$ cat src/rtl/eth_cfg_seq.sv
// eth_cfg_seq: command FIFO and pacing sequencer in front of the usr_* config port.
// Optional write readback check: define ETH_CFG_SEQ_WR_VERIFY_EN.
module eth_cfg_seq #(
    parameter int ADDR_WIDTH = 32,
    parameter int DATA_WIDTH = 32,
    parameter int FIFO_DEPTH = 8,
    parameter int WR_GAP     = 16,
    parameter int RD_TIMEOUT = 1024
) (
    input  logic                          clk,
    input  logic                          rst,
    input  logic                          seq_en,
    input  logic                          cmd_valid,
    output logic                          cmd_ready,
    input  logic                          cmd_rd,
    input  logic [ADDR_WIDTH-1:0]         cmd_addr,
    input  logic [DATA_WIDTH-1:0]         cmd_wdata,
    output logic                          rsp_valid,
    input  logic                          rsp_ready,
    output logic [DATA_WIDTH-1:0]         rsp_rdata,
    output logic                          rsp_err,
    output logic                          eth_en,
    input  logic                          eth_rst_done,
    input  logic                          eth_init_done,
    output logic                          usr_wr_en,
    output logic [ADDR_WIDTH-1:0]         usr_wr_addr,
    output logic [DATA_WIDTH-1:0]         usr_wr_data,
    output logic                          usr_rd_en,
    output logic [ADDR_WIDTH-1:0]         usr_rd_addr,
    input  logic                          usr_rd_vld,
    input  logic [DATA_WIDTH-1:0]         usr_rd_data,
    output logic                          busy,
    output logic [$clog2(FIFO_DEPTH):0]   fifo_level,
    output logic [15:0]                   err_cnt
);

    localparam int PW = $clog2(FIFO_DEPTH);
    localparam int LW = PW + 1;
    localparam int FW = 1 + ADDR_WIDTH + DATA_WIDTH;
    localparam int GW = $clog2(WR_GAP + 1);
    localparam int TW = $clog2(RD_TIMEOUT);

    typedef enum logic [2:0] {
        S_DISABLED,
        S_WAIT_INIT,
        S_IDLE,
        S_WR,
        S_GAP,
        S_RD,
        S_RD_WAIT,
        S_RSP
    } state_t;

    state_t state_q, state_d;

    logic [FW-1:0]         mem [FIFO_DEPTH];
    logic [PW-1:0]         wr_ptr, rd_ptr;
    logic [LW-1:0]         level;
    logic                  fifo_full, fifo_empty;
    logic                  push, pop;
    logic                  head_rd;
    logic [ADDR_WIDTH-1:0] head_addr;
    logic [DATA_WIDTH-1:0] head_data;

    logic [ADDR_WIDTH-1:0] wr_addr_q, rd_addr_q;
    logic [DATA_WIDTH-1:0] wr_data_q;
    logic [GW-1:0]         gap_cnt;
    logic [TW-1:0]         tmr;
    logic                  gap_last, tmr_last;

    logic                  rsp_ld, rsp_err_d;
    logic [DATA_WIDTH-1:0] rsp_data_d;
    logic                  rsp_err_q;
    logic [DATA_WIDTH-1:0] rsp_data_q;
    logic                  eth_en_q;
    logic [15:0]           err_cnt_q;

`ifdef ETH_CFG_SEQ_WR_VERIFY_EN
    logic                  vfy_q, vfy_start;
`endif

    assign fifo_full  = (level == LW'(FIFO_DEPTH));
    assign fifo_empty = (level == '0);
    assign cmd_ready  = !fifo_full && seq_en && !rst;
    assign push       = cmd_valid && cmd_ready;
    assign {head_rd, head_addr, head_data} = mem[rd_ptr];

    assign gap_last = (gap_cnt == GW'(WR_GAP - 1));
    assign tmr_last = (tmr == TW'(RD_TIMEOUT - 1));

    // Command storage; contents need no reset since level gates every read.
    always_ff @(posedge clk) begin
        if (push) begin
            mem[wr_ptr] <= {cmd_rd, cmd_addr, cmd_wdata};
        end
    end

    // FIFO pointers and occupancy; dropping seq_en flushes the queue.
    always_ff @(posedge clk) begin
        if (rst || !seq_en) begin
            wr_ptr <= '0;
            rd_ptr <= '0;
            level  <= '0;
        end else begin
            if (push) wr_ptr <= wr_ptr + PW'(1);
            if (pop)  rd_ptr <= rd_ptr + PW'(1);
            case ({push, pop})
                2'b10:   level <= level + LW'(1);
                2'b01:   level <= level - LW'(1);
                default: level <= level;
            endcase
        end
    end

    // State register.
    always_ff @(posedge clk) begin
        if (rst) begin
            state_q <= S_DISABLED;
        end else begin
            state_q <= state_d;
        end
    end

    // Next-state, FIFO pop and response load decisions.
    always_comb begin
        state_d    = state_q;
        pop        = 1'b0;
        rsp_ld     = 1'b0;
        rsp_err_d  = 1'b0;
        rsp_data_d = '0;
`ifdef ETH_CFG_SEQ_WR_VERIFY_EN
        vfy_start  = 1'b0;
`endif
        if (!seq_en) begin
            state_d = S_DISABLED;
        end else begin
            unique case (state_q)
                S_DISABLED: state_d = S_WAIT_INIT;
                S_WAIT_INIT: begin
                    if (eth_rst_done && eth_init_done) state_d = S_IDLE;
                end
                S_IDLE: begin
                    if (!eth_init_done) begin
                        state_d = S_WAIT_INIT;
                    end else if (!fifo_empty) begin
                        pop     = 1'b1;
                        state_d = head_rd ? S_RD : S_WR;
                    end
                end
                S_WR: state_d = eth_init_done ? S_GAP : S_WAIT_INIT;
                S_GAP: begin
                    if (!eth_init_done) begin
                        state_d = S_WAIT_INIT;
                    end else if (gap_last) begin
`ifdef ETH_CFG_SEQ_WR_VERIFY_EN
                        state_d   = S_RD;
                        vfy_start = 1'b1;
`else
                        state_d   = S_IDLE;
`endif
                    end
                end
                S_RD: begin
                    if (!eth_init_done) begin
                        state_d   = S_RSP;
                        rsp_ld    = 1'b1;
                        rsp_err_d = 1'b1;
                    end else begin
                        state_d = S_RD_WAIT;
                    end
                end
                S_RD_WAIT: begin
                    if (!eth_init_done) begin
                        state_d   = S_RSP;
                        rsp_ld    = 1'b1;
                        rsp_err_d = 1'b1;
                    end else if (usr_rd_vld) begin
`ifdef ETH_CFG_SEQ_WR_VERIFY_EN
                        if (vfy_q && usr_rd_data == wr_data_q) begin
                            state_d = S_IDLE;
                        end else begin
                            state_d    = S_RSP;
                            rsp_ld     = 1'b1;
                            rsp_err_d  = vfy_q;
                            rsp_data_d = usr_rd_data;
                        end
`else
                        state_d    = S_RSP;
                        rsp_ld     = 1'b1;
                        rsp_data_d = usr_rd_data;
`endif
                    end else if (tmr_last) begin
                        state_d   = S_RSP;
                        rsp_ld    = 1'b1;
                        rsp_err_d = 1'b1;
                    end
                end
                S_RSP: begin
                    if (rsp_ready) begin
                        state_d = eth_init_done ? S_IDLE : S_WAIT_INIT;
                    end
                end
                default: state_d = S_DISABLED;
            endcase
        end
    end

    // Datapath: latched command fields, pacing counters, response and error count.
    always_ff @(posedge clk) begin
        if (rst) begin
            eth_en_q   <= 1'b0;
            wr_addr_q  <= '0;
            wr_data_q  <= '0;
            gap_cnt    <= '0;
            tmr        <= '0;
            rsp_err_q  <= 1'b0;
            rsp_data_q <= '0;
            err_cnt_q  <= '0;
        end else begin
            eth_en_q <= seq_en;
            if (pop && !head_rd) begin
                wr_addr_q <= head_addr;
                wr_data_q <= head_data;
            end
            gap_cnt <= (state_q == S_GAP) ? gap_cnt + GW'(1) : '0;
            tmr     <= (state_q == S_RD_WAIT) ? tmr + TW'(1) : '0;
            if (rsp_ld) begin
                rsp_err_q  <= rsp_err_d;
                rsp_data_q <= rsp_data_d;
            end
            if (rsp_ld && rsp_err_d && err_cnt_q != 16'hFFFF) begin
                err_cnt_q <= err_cnt_q + 16'd1;
            end
        end
    end

    // Read address holds between strobes; readback reuses the write address.
    always_ff @(posedge clk) begin
        if (rst) begin
            rd_addr_q <= '0;
        end else if (pop && head_rd) begin
            rd_addr_q <= head_addr;
`ifdef ETH_CFG_SEQ_WR_VERIFY_EN
        end else if (vfy_start) begin
            rd_addr_q <= wr_addr_q;
`endif
        end
    end

`ifdef ETH_CFG_SEQ_WR_VERIFY_EN
    // Marks the outstanding read as an automatic readback of the last write.
    always_ff @(posedge clk) begin
        if (rst) begin
            vfy_q <= 1'b0;
        end else if (pop) begin
            vfy_q <= 1'b0;
        end else if (vfy_start) begin
            vfy_q <= 1'b1;
        end
    end
`endif

    assign usr_wr_en   = (state_q == S_WR) && eth_init_done && seq_en;
    assign usr_rd_en   = (state_q == S_RD) && eth_init_done && seq_en;
    assign usr_wr_addr = wr_addr_q;
    assign usr_wr_data = wr_data_q;
    assign usr_rd_addr = rd_addr_q;
    assign rsp_valid   = (state_q == S_RSP);
    assign rsp_rdata   = rsp_data_q;
    assign rsp_err     = rsp_err_q;
    assign eth_en      = eth_en_q;
    assign err_cnt     = err_cnt_q;
    assign fifo_level  = level;
    assign busy        = (state_q inside {S_WR, S_GAP, S_RD, S_RD_WAIT, S_RSP})
                         || !fifo_empty;

endmodule

$ cat config.mk
export PLATFORM = sky130hd
export DESIGN_NAME = eth_cfg_seq
export DESIGN_NICKNAME = d
export VERILOG_FILES = /design/src/rtl/eth_cfg_seq.sv
export SDC_FILE = /design/constraint.sdc
export NUM_CORES = 1
export LEC_CHECK = 0
export BUFFER_PORTS_ARGS = -buffer_cell sky130_fd_sc_hd__buf_4
export CORE_ASPECT_RATIO = 2
export CORE_MARGIN = 2
export CORE_UTILIZATION = 45
export CTS_CLUSTER_SIZE = 12
export DETAILED_ROUTE_END_ITERATION = 7
export PLACE_DENSITY = 0.71
export SYNTH_ARGS = -nofsm -noshare
export SYNTH_HDL_FRONTEND = slang
export SYNTH_SLANG_ARGS = --single-unit
$ cat constraint.sdc
create_clock -name clk -period 22.9 [get_ports clk]
set_clock_uncertainty 0.1 [all_clocks]
set_input_delay 2.29 -clock clk [delete_from_list [all_inputs] [get_ports clk]]
set_output_delay 2.29 -clock clk [all_outputs]
set_load 0.01 [all_outputs]
==> results.txt, run 1 <==
----------------------------------------------------
[Run status]
  Run status ... finished, final reports clean

[Placement]
  Count of buffers from port buffering ... 259
  Placed wire-length estimate after detailed placement ... 33300 um
  Global placement routability congestion ... 0.795

[Routing]
  Total number of vias ... 14000
  Vias/cell ... 5.40
  Wirelength per Cell ... 21.5 um
  Detail Route Antenna Nets ... 0
  Final wirelength ... 56000 um
  Detailed-routing iteration count for the pre-antenna-repair pass ... 5
  DRC ... 0
  DRC marker count from the first detailed-route iteration ... 871

[Die]
  Floorplan die area ... 60900 um2
  Height of the die ... 347 um
  Standard-cell rows ... 125
  Core footprint ... 58200 um2
  Top-level port count ... 260
  Horizontal die dimension ... 176 um
  Initial cell density of the core ... 45.5%

[Hold path]
  Class of the tightest hold or removal check ... reg -> reg
  Hold Path Stages ... 1
  Worst Min Path Start ... gap_cnt[0]
  Sink of the worst hold path ... gap_cnt[0]

[Synthesis]
  Most area-hungry cell type in the Yosys netlist ... sky130_fd_sc_hd__edfxtp_1
  Ys flop type ... sky130_fd_sc_hd__edfxtp_1
  Syn nets ... 1641
  Number of synthesized flops with an enable pin ... 520
  Cell area after synthesis ... 26500 um2
  Synthesized flop and latch total ... 697
  Synthesized area divided by synthesized cell count ... 17.3 um2
  Asr flop ratio synth ... 0%
  Distinct cell type count of the synthesized netlist ... 55
  Top cell type's share of synthesized area ... 59.0%
  Portion of the post-synthesis area used by sequential elements ... 72.3%
  Post-synthesis instance total ... 1527
  Leading cell types by total area after synthesis ... sky130_fd_sc_hd__edfxtp_1 59%, sky130_fd_sc_hd__dfxtp_1 13%, sky130_fd_sc_hd__mux4_2 11%, sky130_fd_sc_hd__mux2i_1 2.5%, sky130_fd_sc_hd__nand2b_1 1.7%
  Yosys warning total ... 0

[Global route]
  Antenna violations before repair ... 8
  Maximum number of pins on one net before global-route repair ... 93
  Via count of the first global-routing pass ... 14900
  Global-route usage over all layers ... 18.4%
  Global-route wire length before repair ... 86000 um
  Overall overflow remaining after global route ... 0

[Clock network]
  TritonCTS buffer count ... 68
  Clock Path Buffers ... 3
  Clock tree from TritonCTS ... built
  Num Clock Sinks ... 697
  Count of buffers added by post-CTS timing repair for setup ... 0
  Clock-pin slew reported for the worst setup and hold paths after clock tree synthesis ... 60 ps
  Number of hold-repair buffers added at the cts stage ... 0
  Clk_lat worst skew ... 600 ps
  Clock root cell ... sky130_fd_sc_hd__clkbuf_16
  Resized cells post-CTS ... 0
  Max H-tree Level ... 3

[Worst setup path]
  Crit path DAT ... 3680 ps
  Critical setup path kind ... in -> out
  Worst r2r dst ... usr_wr_data[11]
  Worst Setup Start Kind ... input port
  Maximum fanout along the worst path ... 60
  Minimum setup slack among reg-to-reg paths ... 19170 ps
  Peak per-stage delay on the critical path ... 490 ps
  Crit path cell chain ... buf_6 -> nand2b_1 -> a21oi_1 -> buf_4
  R2r worst-path depth ... 6
  Data required, critical path ... 20510 ps
  Endpoint class of the critical path ... output port
  Crit-path slowest cell ... sky130_fd_sc_hd__nand2b_1

[Power]
  Worst ir drop on vdd ... 0.0000496 V
  Leak Pwr ... 10.2 nW
  Power per standard cell area ... 78.2 nW/um2

[Final layout]
  Count of filler cells inserted in the layout ... 4628
  Area grow syn2layout ... 17.8%
  Fraction of final layout cells with drive strength greater than 1 ... 29.4%
  Post-layout net count ... 1901

[Timing]
  Worst slew slack as a fraction of its limit ... 23.7%
  Worst-case hold slack ... 353 ps
  Slew of the pin with the lowest slew margin ... 1140 ps
  RSZ-0062 raised after global routing ... false
  FMAX ... 165 MHz
  Total negative slack ... 0 ps
  Min cycle time layout ... 6070 ps
  Number of hold violations in the final report ... 0
  Number of max-slew violations in the final report ... 0
  Count of endpoints failing setup in the final report ... 0
  Fraction of the cycle the final worst path needs ... 26.5%

[Job]
  Max-Cap Viols ... 0

----------------------------------------------------
[how the worst max path moves through the flow]
| stage | startpoint | end | slack, ps | depth (start not counted) |
|---|---|---|---|---|
| floorplan | rst | mem[0][0] | 12760 | 5 |
| global placement | rst | cmd_ready | 16870 | 4 |
| detailed placement | rst | cmd_ready | 16830 | 4 |
| CTS | rst | cmd_ready | 16820 | 4 |
| global route | rst | cmd_ready | 16690 | 4 |
| finish | rst | cmd_ready | 16830 | 4 |
[cells by family after synthesis]
| kind of cell | share of synthesized area (%) |
|---|---|
| fa+ha+maj | 0.425 |
| mux | 13.8 |
| compound gates | 5.11 |
| flops | 72.3 |
| buf+inv | 1.72 |
| xor+xnor | 0.595 |
| simple gates | 6.07 |
[placed cells by master, fill, tap and decap left out, types with 6 or more instances in the layout]
master and count:
sky130_fd_sc_hd__dfxtp_1 174, sky130_fd_sc_hd__xor2_1 14, sky130_fd_sc_hd__o21ai_1 21, sky130_fd_sc_hd__a21oi_1 18
sky130_fd_sc_hd__ha_1 9, sky130_fd_sc_hd__mux2i_1 67, sky130_fd_sc_hd__o21ai_0 51, sky130_fd_sc_hd__a22o_1 32
sky130_fd_sc_hd__a211oi_2 32, sky130_fd_sc_hd__clkbuf_1 45, sky130_fd_sc_hd__edfxtp_1 520, sky130_fd_sc_hd__nand3_1 19
sky130_fd_sc_hd__nand2_1 83, sky130_fd_sc_hd__inv_1 8, sky130_fd_sc_hd__buf_4 279, sky130_fd_sc_hd__o31ai_1 6
sky130_fd_sc_hd__or3_1 6, sky130_fd_sc_hd__clkbuf_16 71, sky130_fd_sc_hd__nand2b_1 72, sky130_fd_sc_hd__nor2_1 98
sky130_fd_sc_hd__mux4_2 130
[sequential cells by signal (all words and copies together) (netlist names), 4 cells and up, named ones only]
register / cells
gap_cnt: 5
tmr: 10
usr_wr_addr: 32
usr_wr_data: 32
usr_rd_addr: 32
mem: 520
err_cnt: 16
rsp_rdata: 32
fifo_level: 4
[metrics by stage]
step | instances | cell area, um2 | util (%) | setup slack (ps) | power (W)
after floorplan | 1527 | 26500 | - | 12760 | 0.00141
after global placement | 2479 | 29200 | 50.2 | 16870 | 0.00143
after detailed placement | 2479 | 29200 | 50.2 | 16830 | 0.00144
after CTS | 2600 | 31200 | 53.6 | 16820 | 0.00247
after global routing | 2602 | 31200 | 53.6 | 16690 | 0.00252
final | 2602 | 31200 | 53.6 | 16830 | 0.00244
[layout make-up]
| class | instances | area, um2 | share of cell area, % |
|---|---|---|---|
| antenna | 2 | 5.00 | 0.0160 |
| clock buffer | 116 | 1950 | 6.23 |
| clock inverter | 5 | 57.6 | 0.184 |
| inverter | 8 | 30.0 | 0.0962 |
| multi-input combinational | 732 | 6940 | 22.2 |
| sequential | 697 | 19200 | 61.4 |
| tap | 762 | 953 | 3.06 |
| timing repair buffer | 280 | 2110 | 6.75 |
[critical path, delay by kind of cell]
kind	cells	cell delay (ps)
compound gates	1	480
buf+inv	2	410
simple gates	1	490
[cell usage after synthesis (all sizes together) (8+ instances only)]
cell type	n
buf	45
nor3	8
inv	8
a22o	32
xor2	14
o21ai	72
a211oi	32
mux2i	68
nor2	101
a21oi	19
ha	9
nand2	83
clkbuf	45
edfxtp	520
dfxtp	177
nand3	20
nand2b	72
mux4	130
[metal layers]
| layer | wire, um | track usage, % |
|---|---|---|
| met1 | 22200 | 22.1 |
| met5 | 70 | 0 |
| met3 | 3580 | 4.14 |
| met4 | 1110 | 6.11 |
| met2 | 29100 | 32.7 |
[power breakdown]
group	switching, W	internal (W)	leakage, nW
clock	0.000451	0.000579	0.951
combinational	0.0000288	0.0000202	3.09
sequential	0.00000177	0.00136	6.11
total	0.000482	0.00196	10.2
Power figures use the tool's default switching activity.
==> inputs of run 2 (changes only) <==
--- a/config.mk
+++ b/config.mk
@@ -11,7 +11,7 @@
 export CORE_UTILIZATION = 45
 export CTS_CLUSTER_SIZE = 12
 export DETAILED_ROUTE_END_ITERATION = 7
-export PLACE_DENSITY = 0.71
+export PLACE_DENSITY = 0.74
 export SYNTH_ARGS = -nofsm -noshare
 export SYNTH_HDL_FRONTEND = slang
 export SYNTH_SLANG_ARGS = --single-unit
==> constraint.sdc (replaced) <==
create_clock -name clk -period 5.5 [get_ports clk]
set_clock_uncertainty 0.1 [all_clocks]
set_input_delay 0.55 -clock clk [delete_from_list [all_inputs] [get_ports clk]]
set_output_delay 0.55 -clock clk [all_outputs]
set_load 0.01 [all_outputs]
==> results.txt, run 2 (same netlist as run 1, synthesis figures left out) <==
----------------------------------------------------
[Clock network]
  Clk_lat worst skew ... 600 ps
  Num Clock Sinks ... 697
  Resized cells post-CTS ... 0
  Number of hold-repair buffers added at the cts stage ... 0
  Count of buffers added by post-CTS timing repair for setup ... 0
  Max H-tree Level ... 3
  Clock-pin slew reported for the worst setup and hold paths after clock tree synthesis ... 60 ps
  TritonCTS buffer count ... 68
  Clock root cell ... sky130_fd_sc_hd__clkbuf_16
  Clock tree from TritonCTS ... built
  Clock Path Buffers ... 3

[Final layout]
  Non-filler instance count after layout ... 2605
  Post-layout util ... 53.8%
  Largest register by flop count ... mem
  Fraction of final layout cells with drive strength greater than 1 ... 29.6%
  Most common cell after layout, fill and taps aside ... sky130_fd_sc_hd__edfxtp_1
  Area grow syn2layout ... 18.2%
  Largest register FFs ... 520
  Post-layout net count ... 1904
  Leading cell types in the layout, fill and taps excluded ... 520 x sky130_fd_sc_hd__edfxtp_1, 277 x sky130_fd_sc_hd__buf_4, 174 x sky130_fd_sc_hd__dfxtp_1

[Routing]
  Wirelength per Cell ... 22.0 um
  M1 wire length ... 22800 um
  Final wirelength ... 57300 um
  Highest metal layer with signal wires ... met5
  Total number of vias ... 14100
  DRC ... 0
  Met2 routed WL ... 29200 um
  Detail Route Antenna Nets ... 0
  DRC marker count from the first detailed-route iteration ... 1183
  Total met3 wirelength after detailed routing ... 3720 um
  Detailed-routing iteration count for the pre-antenna-repair pass ... 5
  Vias/cell ... 5.43

[Run status]
  Run status ... finished, final reports clean

[Global route]
  Global-route usage over all layers ... 18.9%
  Global-route wire length before repair ... 87500 um
  Antenna violations before repair ... 5
  Via count of the first global-routing pass ... 14800
  Maximum number of pins on one net before global-route repair ... 87
  Overall overflow remaining after global route ... 0

[Timing]
  RSZ-0062 raised after global routing ... false
  FMAX ... 286 MHz
  Slew of the pin with the lowest slew margin ... 1080 ps
  Worst slew slack as a fraction of its limit ... 28.0%
  Min cycle time layout ... 3500 ps
  Count of endpoints failing setup in the final report ... 0
  Fraction of the cycle the final worst path needs ... 63.6%
  Number of max-slew violations in the final report ... 0
  Number of hold violations in the final report ... 0

[Power]
  Part of the power in registers ... 56.0%
  Sw Ratio ... 19.7%
  Leak Pwr ... 10.2 nW
  Clk pwr share ... 42.0%
  Switching pwr ... 0.00199 W
  Worst ir drop on vdd ... 0.000228 V
  Combinational share of power ... 2.0%
  Post-layout power ... 0.0101 W
  Power per standard cell area ... 323 nW/um2
  Cell-internal power ... 0.00813 W

[Worst setup path]
  Data required, critical path ... 5910 ps
  Crit path DAT ... 3910 ps
  Maximum fanout along the worst path ... 68
  Critical setup path kind ... reg -> reg
  Worst Setup Start Kind ... register
  Endpoint class of the critical path ... register
  CP Buf/Inv Count ... 1
  Crit path cell chain ... mux4_2 -> mux2i_4 -> and2_4 -> buf_4 -> nor2_1 -> a211oi_2
  Kind of cell with the highest combined delay on the critical path ... flip-flops
  Peak per-stage delay on the critical path ... 940 ps
  Minimum setup slack among reg-to-reg paths ... 2000 ps
  Crit-path slowest cell ... sky130_fd_sc_hd__dfxtp_4

[Die]
  Floorplan die area ... 60900 um2
  Initial cell density of the core ... 45.5%
  Standard-cell rows ... 125
  Height of the die ... 347 um
  Top-level port count ... 260
  Horizontal die dimension ... 176 um
  Core footprint ... 58200 um2

[Placement]
  Placed insts ... 2482
  Global placement routability congestion ... 0.777
  Placed wire-length estimate after detailed placement ... 33900 um
  Count of buffers from port buffering ... 259

[Hold path]
  Class of the tightest hold or removal check ... in -> reg

[Job]
  Max-Cap Viols ... 0

----------------------------------------------------
-- run 2: power groups by stage --
stage,Clock [W],Sequential [W],Combinational [W]
after floorplan,0,0.00578,0.0000745
after global placement,0,0.00578,0.000198
after detailed placement,0,0.00578,0.000209
after CTS,0.00436,0.00567,0.000210
after global routing,0.00455,0.00566,0.000227
final,0.00425,0.00567,0.000207
-- run 2: routing by layer --
metal,vias to the layer above,GRT usage (%)
li1,6449,-
met1,7112,22.9
met2,490,32.9
met3,87,4.20
met4,2,6.63
met5,-,0
-- run 2: stage by stage --
stage / setup TNS (ps) / hold WS, ps / worst slack [ps] / instance area [um2]
after global routing: 0 / 46.6 / 1680 / 31300
after global placement: 0 / 330 / 1840 / 29300
after detailed placement: 0 / 351 / 1770 / 29300
after CTS: 0 / 29.9 / 1930 / 31300
final: 0 / 69.4 / 2000 / 31300
after floorplan: -232020 / 318 / -1140 / 26500
-- run 2: final timing paths --
kind / startpoint / endpoint / depth (start not counted)
hold / removal: usr_rd_data[21] / rsp_rdata[21] / 2
setup / recovery: register / usr_wr_data[25] / 6
hold reg to reg: usr_wr_addr[25] / usr_wr_addr[25] / 2
setup reg to reg: register / usr_wr_data[25] / 6
-- run 2: layout make-up --
type                            count  area, um2
Inverter                            8       30.0
Tap cell                          762        953
Antenna cell                        4       10.0
Multi-Input combinational cell    732       6960
Clock inverter                      6       66.3
Clock buffer                      113       1920
Fill cell                        4587      26900
Timing Repair Buffer              283       2190
Sequential cell                   697      19200
==> inputs of run 3 (changes only) <==
==> constraint.sdc (replaced) <==
create_clock -name clk -period 2.81 [get_ports clk]
set_clock_uncertainty 0.1 [all_clocks]
set_input_delay 0.281 -clock clk [delete_from_list [all_inputs] [get_ports clk]]
set_output_delay 0.281 -clock clk [all_outputs]
set_load 0.01 [all_outputs]
==> results.txt, run 3 (same netlist as run 1, synthesis figures left out) <==
----------------------------------------------------
[Global route]
  Global-route usage over all layers ... 19.2%
  Via count of the first global-routing pass ... 15400
  Maximum number of pins on one net before global-route repair ... 151
  Antenna violations before repair ... 6
  Overall overflow remaining after global route ... 0
  Global-route wire length before repair ... 89500 um

[Final layout]
  Largest register FFs ... 520
  Most common cell after layout, fill and taps aside ... sky130_fd_sc_hd__edfxtp_1
  Count of filler cells inserted in the layout ... 4493
  Area taken by multi-input logic gates ... 7010 um2
  Register area ... 19200 um2
  Non-filler instance count after layout ... 2716
  Largest register by flop count ... mem
  Leading cell types in the layout, fill and taps excluded ... 520 x sky130_fd_sc_hd__edfxtp_1, 271 x sky130_fd_sc_hd__buf_4, 171 x sky130_fd_sc_hd__dfxtp_1
  Fraction of final layout cells with drive strength greater than 1 ... 28.9%
  Area grow syn2layout ... 23.2%
  Post-layout net count ... 2014

[Hold path]
  Class of the tightest hold or removal check ... in -> reg
  Hold Path Stages ... 3
  Sink of the worst hold path ... state_q[1]
  Worst Min Path Start ... eth_init_done

[Job]
  Max-Cap Viols ... 0

[Worst setup path]
  Worst r2r dst ... fifo_level[3]
  Endpoint class of the critical path ... register
  Peak per-stage delay on the critical path ... 450 ps
  Critical setup path kind ... reg -> reg
  Crit-path slowest cell ... sky130_fd_sc_hd__dfxtp_1
  Crit path DAT ... 2980 ps
  Minimum setup slack among reg-to-reg paths ... 260 ps
  Crit path cell chain ... nor4_2 -> buf_4 -> nor4_4 -> ha_1 -> nor4bb_1 -> a21oi_1 -> o21a_1 -> or3_1 -> a21oi_1
  Data required, critical path ... 3240 ps
  R2r worst-path depth ... 9
  Maximum fanout along the worst path ... 5
  Reg-to-reg startpoint ... fifo_level[3]
  Worst Setup Start Kind ... register
  Crit path top cell by count ... sky130_fd_sc_hd__a21oi_1

[Power]
  Leak Pwr ... 10.7 nW
  Power per standard cell area ... 613 nW/um2
  Worst ir drop on vdd ... 0.000516 V

[Placement]
  Global placement routability congestion ... 0.805
  Placed wire-length estimate after detailed placement ... 33600 um
  Count of buffers from port buffering ... 259
  Placed insts ... 2492

[Routing]
  Wirelength per Cell ... 21.5 um
  Total number of vias ... 14600
  DRC ... 0
  Detail Route Antenna Nets ... 0
  Final wirelength ... 58500 um
  Detailed-routing iteration count for the pre-antenna-repair pass ... 5
  DRC marker count from the first detailed-route iteration ... 929
  Vias/cell ... 5.39

[Timing]
  Worst slew slack as a fraction of its limit ... 36.7%
  Number of max-slew violations in the final report ... 0
  Min cycle time layout ... 2550 ps
  Count of endpoints failing setup in the final report ... 0
  Worst-case hold slack ... 34.3 ps
  Number of hold violations in the final report ... 0
  Slew of the pin with the lowest slew margin ... 948 ps
  Fraction of the cycle the final worst path needs ... 90.8%
  FMAX ... 392 MHz
  RSZ-0062 raised after global routing ... false

[Die]
  Initial cell density of the core ... 45.5%
  Floorplan die area ... 60900 um2
  Standard-cell rows ... 125
  Top-level port count ... 260
  Core footprint ... 58200 um2
  Height of the die ... 347 um
  Horizontal die dimension ... 176 um

[Clock network]
  TritonCTS buffer count ... 69
  Clock root cell ... sky130_fd_sc_hd__clkbuf_16
  Max H-tree Level ... 3
  Clock tree from TritonCTS ... built
  Resized cells post-CTS ... 0
  Clock Path Buffers ... 3
  Clk_lat worst skew ... 600 ps
  Num Clock Sinks ... 697
  Clock-pin slew reported for the worst setup and hold paths after clock tree synthesis ... 60 ps

[Run status]
  Run status ... finished, final reports clean

----------------------------------------------------
==> run 3: changes by cell type in the layout (fill, tap and decap cells not counted), moves of 2 or more <==
cell and change:
sky130_fd_sc_hd__buf_12 +16, sky130_fd_sc_hd__buf_4 -6, sky130_fd_sc_hd__dlygate4sd3_1 +99, sky130_fd_sc_hd__dfxtp_1 -3, sky130_fd_sc_hd__inv_6 +3, sky130_fd_sc_hd__nor3_4 +3
sky130_fd_sc_hd__clkinv_8 -2, sky130_fd_sc_hd__diode_2 -2, sky130_fd_sc_hd__dfxtp_2 +3, sky130_fd_sc_hd__nor3_2 -2, sky130_fd_sc_hd__clkbuf_1 +2
==> run 3: worst max-delay path: cells and delay by family (launching register included) <==
kind / cells / cell delay, ps
AND/OR/NAND/NOR: 4 / 1040
buffers and inverters: 1 / 160
flip-flops: 1 / 450
adder cells (fa/ha/maj): 1 / 330
AO/OA/AOI/OAI: 3 / 410
==> run 3: how the worst max path moves through the flow <==
stage	from	cells past startpoint	endpoint	slack (ps)
final	fifo_level[3]	9	fifo_level[3]	260
after global routing	fifo_level[3]	9	fifo_level[3]	40
after CTS	fifo_level[3]	9	fifo_level[3]	280
after detailed placement	fifo_level[3]	9	fifo_level[3]	300
after global placement	fifo_level[3]	9	fifo_level[3]	360
after floorplan	rst	5	mem[0][0]	-780
==> run 3: power breakdown <==
| part | internal (W) | switching, W |
|---|---|---|
| Combinational | 0.000263 | 0.000269 |
| Sequential | 0.0111 | 0.0000134 |
| Clock | 0.00472 | 0.00368 |
| Total | 0.0161 | 0.00396 |
==> run 3: per-stage QoR <==
stage / instance area, um2 / total power (W) / setup TNS [ps] / setup slack, ps / util [%]
finish: 32600 / 0.0200 / 0 / 260 / 56.1
global route: 32600 / 0.0207 / 0 / 40.9 / 56.1
CTS: 32600 / 0.0203 / 0 / 282 / 56.1
detailed placement: 29600 / 0.0117 / 0 / 299 / 50.9
global placement: 29600 / 0.0117 / 0 / 361 / 50.9
floorplan: 26600 / 0.0115 / -117180 / -779 / -
==> run 3: timing repair <==
action / CTS / global route
endpoints found under the hold margin: 554 / 0
setup buffers: 0 / 0
hold buffers: 99 / 0
==> run 3: area by class of cell <==
class	instances	area share [%]
Antenna cell	2	0.0153
Clock buffer	115	5.95
Clock inverter	8	0.215
Inverter	8	0.0920
Multi-Input combinational cell	732	21.5
Sequential cell	697	58.8
Tap cell	762	2.92
Timing Repair Buffer	392	10.6
==> run 3: routing by layer <==
metal,routed length (um),global-route usage (%),part of all wire [%]
met1,23200,23.3,40
met2,30700,34.7,53
met5,49,0,0.084
met3,3350,3.65,5.7
met4,1120,5.53,1.9
